===== config.mk =====
export PLATFORM = sky130hd
export DESIGN_NAME = issue_queue
export DESIGN_NICKNAME = d
export VERILOG_FILES = /design/src/rtl/mips_pkg.sv /design/src/rtl/issue_queue_dep_check.sv /design/src/rtl/issue_queue.sv
export SDC_FILE = /design/constraint.sdc
export NUM_CORES = 1
export LEC_CHECK = 0
export CORE_UTILIZATION = 35
export CTS_CLUSTER_DIAMETER = 30
export DETAILED_ROUTE_END_ITERATION = 8
export SLEW_MARGIN = 20
export SYNTH_ARGS = -nofsm -noshare
export SYNTH_HDL_FRONTEND = slang
export SYNTH_SLANG_ARGS = --single-unit

===== constraint.sdc =====
create_clock -name clk -period 5.8 [get_ports clk]
set_input_delay 0.58 -clock clk [delete_from_list [all_inputs] [get_ports clk]]
set_output_delay 0.58 -clock clk [all_outputs]
set_load 0.02 [all_outputs]

===== src/rtl/mips_pkg.sv =====
// MIPS opcode/funct encodings and per-instruction register-usage decode
// shared by the issue queue hazard logic.
package mips_pkg;

  localparam logic [5:0] OP_RTYPE = 6'h00;
  localparam logic [5:0] OP_J     = 6'h02;
  localparam logic [5:0] OP_JAL   = 6'h03;
  localparam logic [5:0] OP_BEQ   = 6'h04;
  localparam logic [5:0] OP_BNE   = 6'h05;
  localparam logic [5:0] OP_ADDI  = 6'h08;
  localparam logic [5:0] OP_SLTI  = 6'h0A;
  localparam logic [5:0] OP_ANDI  = 6'h0C;
  localparam logic [5:0] OP_ORI   = 6'h0D;
  localparam logic [5:0] OP_LUI   = 6'h0F;
  localparam logic [5:0] OP_LW    = 6'h23;
  localparam logic [5:0] OP_SW    = 6'h2B;
  localparam logic [5:0] FN_JR    = 6'h08;

  // Destination register; 0 means the instruction writes nothing.
  function automatic logic [4:0] instrDest(input logic [31:0] instr);
    logic [4:0] d;
    d = '0;
    case (instr[31:26])
      OP_RTYPE: if (instr[5:0] != FN_JR) d = instr[15:11];
      OP_ADDI, OP_SLTI, OP_ANDI, OP_ORI, OP_LUI, OP_LW: d = instr[20:16];
      OP_JAL: d = 5'd31;
      default: d = '0;
    endcase
    return d;
  endfunction

  function automatic logic instrReadsRs(input logic [31:0] instr);
    return !(instr[31:26] inside {OP_J, OP_JAL, OP_LUI});
  endfunction

  function automatic logic instrReadsRt(input logic [31:0] instr);
    return instr[31:26] inside {OP_RTYPE, OP_BEQ, OP_BNE, OP_SW};
  endfunction

  function automatic logic instrIsCtrl(input logic [31:0] instr);
    return (instr[31:26] inside {OP_BEQ, OP_BNE, OP_J, OP_JAL}) ||
           (instr[31:26] == OP_RTYPE && instr[5:0] == FN_JR);
  endfunction

endpackage


===== src/rtl/issue_queue_dep_check.sv =====
// Pairwise hazard check between an older instruction (instrJ) and a younger
// one (instrK) offered in the same issue bundle.
module dep_check
  import mips_pkg::*;
(
  input  logic [31:0] instrJ,
  input  logic [31:0] instrK,
  output logic        conflict
);

  logic [4:0] destJ;
  logic       raw;
  logic       waw;

  // RAW / WAW against the older destination; an older control op ends the bundle.
  always_comb begin
    destJ    = instrDest(instrJ);
    raw      = (destJ != '0) &&
               ((instrReadsRs(instrK) && instrK[25:21] == destJ) ||
                (instrReadsRt(instrK) && instrK[20:16] == destJ));
    waw      = (destJ != '0) && (destJ == instrDest(instrK));
    conflict = raw || waw || instrIsCtrl(instrJ);
  end

endmodule


===== src/rtl/issue_queue.sv =====
// Fetch/issue buffer: fetch pushes LANES instructions per cycle, issue
// dequeues an in-order bundle of 0..LANES, split at intra-bundle hazards.
module issue_queue
  import mips_pkg::*;
#(
  parameter int unsigned LANES = 2,
  parameter int unsigned DEPTH = 8
) (
  input  logic                         clk,
  input  logic                         rst,
  input  logic                         fetch_valid,
  input  logic [LANES*32-1:0]          fetch_instr,
  input  logic [31:0]                  fetch_pc,
  output logic                         fetch_ready,
  input  logic                         issue_stall,
  input  logic                         flush,
  output logic [LANES-1:0]             issue_valid,
  output logic [LANES*32-1:0]          issue_instr,
  output logic [LANES*32-1:0]          issue_pc,
  output logic [$clog2(DEPTH+1)-1:0]   occupancy
);

  localparam int unsigned PW = $clog2(DEPTH);
  localparam int unsigned OW = $clog2(DEPTH+1);

  logic [31:0]   instrMem [DEPTH];
  logic [31:0]   pcMem    [DEPTH];
  logic [PW-1:0] head;
  logic [PW-1:0] tail;
  logic [OW-1:0] occ;

  logic [31:0]                     laneInstr [LANES];
  logic [LANES-1:0][LANES-1:0]     conf;
  logic                            push;
  logic                            pop;
  logic [OW-1:0]                   popCnt;
  logic                            prevOk;

  // Present the LANES head entries; pointer arithmetic wraps in PW bits.
  always_comb begin
    issue_instr = '0;
    issue_pc    = '0;
    for (int unsigned k = 0; k < LANES; k++) begin
      laneInstr[k]         = instrMem[head + PW'(k)];
      issue_instr[32*k+:32] = laneInstr[k];
      issue_pc[32*k+:32]    = pcMem[head + PW'(k)];
    end
  end

  // One checker per (older j, younger k) pair; unused slots tie to zero.
  for (genvar k = 0; k < LANES; k++) begin : gLaneK
    for (genvar j = 0; j < LANES; j++) begin : gLaneJ
      if (j < k) begin : gPair
        dep_check uDep (
          .instrJ   (laneInstr[j]),
          .instrK   (laneInstr[k]),
          .conflict (conf[k][j])
        );
      end else begin : gNone
        assign conf[k][j] = 1'b0;
      end
    end
  end

  // Thermometer issue mask, pop count, and handshake qualifiers.
  always_comb begin
    issue_valid = '0;
    popCnt      = '0;
    prevOk      = 1'b1;
    for (int unsigned k = 0; k < LANES; k++) begin
      issue_valid[k] = prevOk && (occ > OW'(k)) && !(|conf[k]);
      prevOk         = issue_valid[k];
      popCnt         = popCnt + OW'(issue_valid[k]);
    end
    fetch_ready = (occ <= OW'(DEPTH - LANES));
    push        = fetch_valid && fetch_ready && !flush;
    pop         = !issue_stall && !flush;
  end

  assign occupancy = occ;

  // Pointer and occupancy update; flush clears everything and wins over push/pop.
  always_ff @(posedge clk or negedge rst) begin
    if (!rst) begin
      head <= '0;
      tail <= '0;
      occ  <= '0;
    end else if (flush) begin
      head <= '0;
      tail <= '0;
      occ  <= '0;
    end else begin
      if (push) tail <= tail + PW'(LANES);
      if (pop)  head <= head + PW'(popCnt);
      occ <= occ + (push ? OW'(LANES) : '0) - (pop ? popCnt : '0);
    end
  end

  // Entry storage; validity is tracked by occupancy so the array needs no reset.
  always_ff @(posedge clk) begin
    if (push) begin
      for (int unsigned k = 0; k < LANES; k++) begin
        instrMem[tail + PW'(k)] <= fetch_instr[32*k+:32];
        pcMem[tail + PW'(k)]    <= fetch_pc + 32'(4*k);
      end
    end
  end

endmodule

# ---- After elaboration in Yosys (flattened, before gate mapping)
# Memories as Yosys holds them, arrays and structs flattened.
# Index checks and enable logic that the tools add are counted.
dict set report totals {
  register_bits 10
  ramBits 512
  wordCells 84
  memories 2
}
dict set report op_classes {
  n_addsub 8
  order_cmp 3
  eq_ne 27
  muxes 13
  n_reduce_logical 28
}
# memory words word_bits rd rd_ports_with_merged_regs write_ports line
set mem_list {}
lappend mem_list {instrMem 8 32 2 0 2 issue_queue.sv:26} ;# logic [31:0] instrMem [DEPTH];
lappend mem_list {pcMem 8 32 2 0 2 issue_queue.sv:27} ;# logic [31:0] pcMem [DEPTH];
# op count
set op_table {}
lappend op_table {{$eq 6x4->1 const B} 11}
lappend op_table {{$add 32x3->32 const B} 1}
lappend op_table {{$pmux 5 s3} 2}
lappend op_table {{$eq 6x2->1 const B} 4}
lappend op_table {{$eq 6x3->1 const B} 4}
lappend op_table {{$eq 6x6->1 const B} 3}
lappend op_table {{$eq 5x5->1} 3}
lappend op_table {{$logic_not 6->1} 2}
lappend op_table {{$mux 3} 4}
lappend op_table {{$ne 6x4->1 const B} 2}
lappend op_table {{$reduce_or 6->1} 2}
lappend op_table {{$logic_and 1x1->1} 10}
lappend op_table {{$mux 5} 2}
lappend op_table {{$gt 4x1->1 const B} 2}
lappend op_table {{$reduce_bool 4->1} 2}
lappend op_table {{$add 3x1->3 const B} 2}
lappend op_table {{$reduce_bool 5->1} 1}
lappend op_table {{$add 4x2->4} 1}
lappend op_table {{$le 4x3->1 const B} 1}
lappend op_table {{$logic_not 1->1} 4}
lappend op_table {{$logic_or 1x1->1} 4}
lappend op_table {{$mux 2} 2}
lappend op_table {{$mux 4} 1}
lappend op_table {{$reduce_bool 2->1} 2}
lappend op_table {{other kinds (6)} 7}

# ---- Longest topological paths before layout
# An unclocked memory read counts as a cell.
dict set report depth {
  depth_word 16
  mapped_depth 25
  ltp_nobuf 21
}

# ---- Modules after synthesis
# From an unflattened synthesis, not the netlist that was laid out.
dict set report hier_totals {
  hier_cells 1950
  hier_area_um2 28253.3
}
# mod instances cells_per_inst area_each_um2
set by_module_without_submodules {}
lappend by_module_without_submodules {issue_queue 1 1859 27616.5}
lappend by_module_without_submodules {dep_check 1 91 636.9}

# ---- Worst setup path before layout
# Ideal clock, no wire load.
dict set report synth_timing {
  path_kind {flip-flop to flip-flop}
  startpoint {reg head[0]}
  endpoint {reg occ[3] (netlist: occupancy[3])}
  setup_time_ps 132
  arrival_time_ps 4978
  path_slack_ps 690
  stages_incl_launch_ff 22
  cell_sequence {dfrtp_1 ha_1 buf_2 buf_2 buf_2 buf_2 buf_2 mux4_2 nand2_1 nand2_1 a221oi_1 xnor2_1 nor3_1 a211oi_1 ha_1 nand2_1 fa_1 ha_1 inv_1 fa_1 xnor2_1 nor2_1}
}
# element line
set synth_lines {}
lappend synth_lines {{from (decl)} issue_queue.sv:28} ;# logic [PW-1:0] head;
lappend synth_lines {{from (signal assigned)} issue_queue.sv:94} ;# if (pop) head <= head + PW'(popCnt);
lappend synth_lines {{$add 3x1->3} issue_queue.sv:44} ;# laneInstr[k] = instrMem[head + PW'(k)];
lappend synth_lines {{$mem_v2 8x32} --}
lappend synth_lines {{named net issue_instr[47]} issue_queue.sv:18} ;# output logic [LANES*32-1:0] issue_instr,
lappend synth_lines {{$mux 5} mips_pkg.sv:24} ;# OP_RTYPE: if (instr[5:0] != FN_JR) d = instr[15:11];
lappend synth_lines {{$pmux 5 s3} mips_pkg.sv:23} ;# case (instr[31:26])
lappend synth_lines {{$eq 5x5->1} issue_queue_dep_check.sv:21} ;# waw = (destJ != '0) && (destJ == instrDest(instrK));
lappend synth_lines {{$logic_and 1x1->1} issue_queue_dep_check.sv:21}
lappend synth_lines {{$logic_or 1x1->1 (2 in a row)} issue_queue_dep_check.sv:22} ;# conflict = raw || waw || instrIsCtrl(instrJ);
lappend synth_lines {{$logic_not 1->1} issue_queue.sv:71} ;# issue_valid[k] = prevOk && (occ > OW'(k)) && !(|conf[k]);
lappend synth_lines {{$logic_and 1x1->1} issue_queue.sv:71}
lappend synth_lines {{named net prevOk} issue_queue.sv:37} ;# logic prevOk;
lappend synth_lines {{$add 1x1->2} issue_queue.sv:73} ;# popCnt = popCnt + OW'(issue_valid[k]);
lappend synth_lines {{$mux 2} issue_queue.sv:95} ;# occ <= occ + (push ? OW'(LANES) : '0) - (pop ? popCnt : '0);
lappend synth_lines {{$sub 4x2->4} issue_queue.sv:95}
lappend synth_lines {{$mux 4} issue_queue.sv:88} ;# end else if (flush) begin
lappend synth_lines {{to (signal assigned)} issue_queue.sv:95}
lappend synth_lines {{to (decl)} issue_queue.sv:30} ;# logic [OW-1:0] occ;
# The timed path passes the listed nets, and every way through them passes these cells.
# A chain may end at the register's enable or synchronous reset.

# ---- Worst setup path in the final report
dict set report layout_timing {
  startpoint {reg head[0]}
  endpoint {out issue_valid[1]}
}
dict set report layout_via {
  elab_chain_cells 12
}
# element line
set layout_lines {}
lappend layout_lines {{$mem_v2 8x32 *} --}
lappend layout_lines {{$eq 6x4->1, or another cell as far along} mips_pkg.sv:23}
lappend layout_lines {{$reduce_or 6->1, or another cell as far along} mips_pkg.sv:23}
lappend layout_lines {{$pmux 5 s3 or $reduce_bool 3->1 (tied branches)} {mips_pkg.sv:23, mips_pkg.sv:33}}
lappend layout_lines {{$eq 5x5->1, or another cell as far along} issue_queue_dep_check.sv:19} ;# ((instrReadsRs(instrK) && instrK[25:21] == destJ) ||
lappend layout_lines {{$logic_and 1x1->1 (on tied branches)} {issue_queue_dep_check.sv:19, issue_queue_dep_check.sv:20}}
lappend layout_lines {{$logic_or 1x1->1} issue_queue_dep_check.sv:19}
lappend layout_lines {{$logic_and 1x1->1} issue_queue_dep_check.sv:18} ;# raw = (destJ != '0) &&
lappend layout_lines {{$logic_or 1x1->1} issue_queue_dep_check.sv:22}
lappend layout_lines {{$logic_or 1x1->1 *} issue_queue_dep_check.sv:22}
lappend layout_lines {{$logic_not 1->1 *} issue_queue.sv:71}
lappend layout_lines {{$logic_and 1x1->1 *} issue_queue.sv:71}
lappend layout_lines {{to (decl)} issue_queue.sv:17} ;# output logic [LANES-1:0] issue_valid,
# Mark *: on every way between the ends. The rest lies on a longest branch, timed or not.

==> flow_summary.toml <==
[floorplanning]
rows = 103
io-pin-count = 236
horizontal_die_dimension_um = 287
starting_density_of_the_core_pct = 35.6
die_height_um = 287
floorplan.die_area_mm2 = 0.0821
core_mm2 = 0.0795

[worst_setup_path]
timing.critical_path.buf_inv = 3
delay_of_the_slowest_cell_on_the_worst_path_ps = 570
cp_top_family = "compound AO/OA/AOI/OAI gates"
rr_startpoint = "head[0]"
setup.worst_path.class = "reg -> out"
regToRegEndpoint = "occupancy[3]"
required_ps = 5220
cp_data_arrival_time_ps = 5030
start_kind = "flop"
rrSetupSlack_ps = 420
crit_path_top_delay_cell = "clkdlybuf4s50_1"
crit_chain = "buf_12 > mux4_2 > mux2i_1 > nand4_1 > o211ai_1 > o221ai_1 > or2_2 > a32oi_1 > or4b_1 > a21oi_1 > a211oi_1 > buf_4 > clkdlybuf4s50_1"
timing.reg2reg.worst_path_depth = 21
critical_path_maximum_fanout = 32
critical_path_sink_type = "output port"

[routing]
detail-route-antenna-nets = 0
length_of_routed_met3_wiring_um = 6500
initialDrtViolationCount = 1702
post_dr_wirelength_cell_um = 24.1
via_count = 18500
drt_pre_antenna_iters = 5
routed_wl_um = 83500
routed_wire_length_on_met2_um = 41800
vias_per_std_cell = 5.34
top_signal_layer_used = "met5"
drt-met1-wl_um = 33200
post-route-drc-count = 0

[logic_synthesis]
synth_top_cells_by_count = "nand2_1, edfxtp_1, mux4_2"
asyncSetResetFlopFracSynth_pct = 1.73
syn-cell-area_mm2 = 0.0283
synth_enable_flop_cells = 512
synth_cell_type_count = 52
synth.top_cell.area_share_pct = 54.3
synthCells = 2158
synth_top_cells_by_area = "edfxtp_1, mux4_2, nand2_1"
syn-num-nets = 2274
synth_largest_area_cell = "edfxtp_1"
per_instance_average_area_after_synthesis_um2 = 13.1
synth_sequential_area_ratio_pct = 55.1
synth-warning-count = 0
synth_top_flop_cell = "edfxtp_1"
yosys_register_bits = 521
most_used_standard_cell_by_instance_count_after_synthesis = "nand2_1"

[clocking]
clock_tree.buffer_depth = 3
cts.sink_count = 521
numCtsBuffers = 117
clock_latency_ps = 690
tritoncts = "built"
cts_root_buffer = "clkbuf_16"
clk_pin_slew_ps = 50
cts_hold_repair.buffers = 0
htreeDepth = 3

[timing]
relSlewSlack_pct = 27.6
layout_min_cycle_time_ps = 5610
max_freq_ghz = 0.178
clock-skew-final_ps = 43.8
actual_transition_at_the_worst_max_transition_pin_ps = 1090
timing.setup.tns_ps = 0
final_max_slew_viol_count = 0
period_share_pct = 96.8
finalSetupViolCount = 0
fin_hold_ws_ps = 239
rsz0062_at_grt = "no"
final_hold_vio_count = 0

[grt]
grt_max_degree = 125
remaining_global_route_overflow = 0
number_of_global_route_vias_before_repair = 19500
antenna_violations_before_repair = 2
track_usage_pct = 20.3
grt_pass1_wl_um = 124000

[cells_and_area]
areaGrowthSynthToFinish_pct = 25.8
nets = 2432
post_layout_nonfiller_instances = 3467
drive_above_1_share_pct = 24.7

[power]
leakage_nw = 12.3
vdd_ir_drop_max_v = 0.000298
fin_total_pwr_mw = 17.3
power-per-cell-area_mw_per_mm2 = 486

[run]
cap_viol_max_count = 0

[min_path]
min-delay-path-class = "in -> async"

[placement]
total_of_buffers_placed_on_input_and_output_ports = 235
gp_congestion = 0.884
post-place-cells = 3232
dp.final_hpwl_um = 51300

[status]
outcome = "finished clean"
-- state kept, by name, indices dropped and copies added, names as in the netlist --
name and cells:
instrMem 256, head 3, pcMem 256, tail 2, occupancy 4
-- layer usage --
metal / vias to the layer above / GRT usage (%)
li1: 8128 / -
met1: 9508 / 25.5
met2: 736 / 34.8
met3: 148 / 4.60
met4: 4 / 6.36
met5: - / 0
-- cell type report --
type,count,area [um^2]
fillers,6950,43900
flip-flops and latches,521,15600
multi-input cells,1323,11500
repair buffers,317,3090
clock buffers,142,3030
well taps,1050,1310
clock inverters,77,931
inverters,36,156
diodes,1,2.50
-- worst max path at each step --
stage / slack (ps) / from / cells past startpoint / end
5_1_grt: 4 / head[0] / 13 / issue_valid[1]
6_report: 190 / head[0] / 13 / issue_valid[1]
2_1_floorplan: 690 / head[0] / 21 / occupancy[3]
3_5_place_dp: 100 / head[1] / 20 / occupancy[3]
3_3_place_gp: 100 / head[1] / 20 / occupancy[3]
4_1_cts: 10 / head[1] / 11 / issue_valid[1]
-- cells by family after synthesis --
kind of cell	synth area share, %
fa+ha+maj	0.742
xor+xnor	4.14
simple gates	11.2
compound gates	1.09
mux	23.2
flops	55.1
buf+inv	4.56
-- timing repair --
action	in CTS	in global routing
endpoints found under the setup margin	1	2
resized for setup	3	4
setup buffers	4	11
pin swaps	1	1
-- layout by cell type (no fill, tap or decap), drive strengths merged, types with 3 or more instances in the layout --
cell type,synthesis,final
mux4,245,245
and2,11,11
clkinvlp,0,11
bufinv,0,15
and4,4,4
a21oi,6,6
clkbuf,216,142
edfxtp,512,512
inv,35,34
clkinv,1,53
nand4,8,8
nor2b,4,4
dfrtp,9,9
mux2i,35,35
a22o,5,5
xor2,28,28
mux2,62,62
buf,62,82
nand2,671,671
nor4,3,3
o221ai,3,3
clkdlybuf4s50,0,235
and3,13,13
a221oi,10,10
ha,12,12
a22oi,3,3
nor3,5,5
a211oi,5,5
nor3b,4,4
xnor2,106,106
nand3b,3,3
nand3,8,8
fa,3,3
nor2,49,49
-- stage by stage --
step                setup slack [ps]  utilization, %  instance area (um^2)
global placement                96.3            39.6                 31500
finish                           186            44.8                 35700
detailed placement              99.0            39.6                 31500
global route                    4.46            44.8                 35700
floorplan                        690               -                 28300
CTS                             13.1            44.7                 35500
-- power by group --
| part | leakage (nW) | internal, mW | switching [mW] | total, mW |
|---|---|---|---|---|
| clock | 1.90 | 4.37 | 2.14 | 6.51 |
| combinational | 5.70 | 2.88 | 3.36 | 6.24 |
| sequential | 4.75 | 4.43 | 0.136 | 4.57 |
-- worst register-to-register path: stages, from the launching register on --
cell	delay, ps
dfrtp_4	500
buf_12	240
mux4_2	530
mux2i_1	210
nand4_1	250
o211ai_1	360
o221ai_1	250
or2_2	340
a32oi_1	250
or4b_1	470
a21oi_1	170
a211oi_1	70
buf_4	170
ha_1	300
and2_1	140
ha_1	170
inv_1	50
ha_1	150
inv_1	50
fa_1	400
xnor2_1	140
nor2_1	50
No activity file was read; power rests on OpenSTA's default activity.
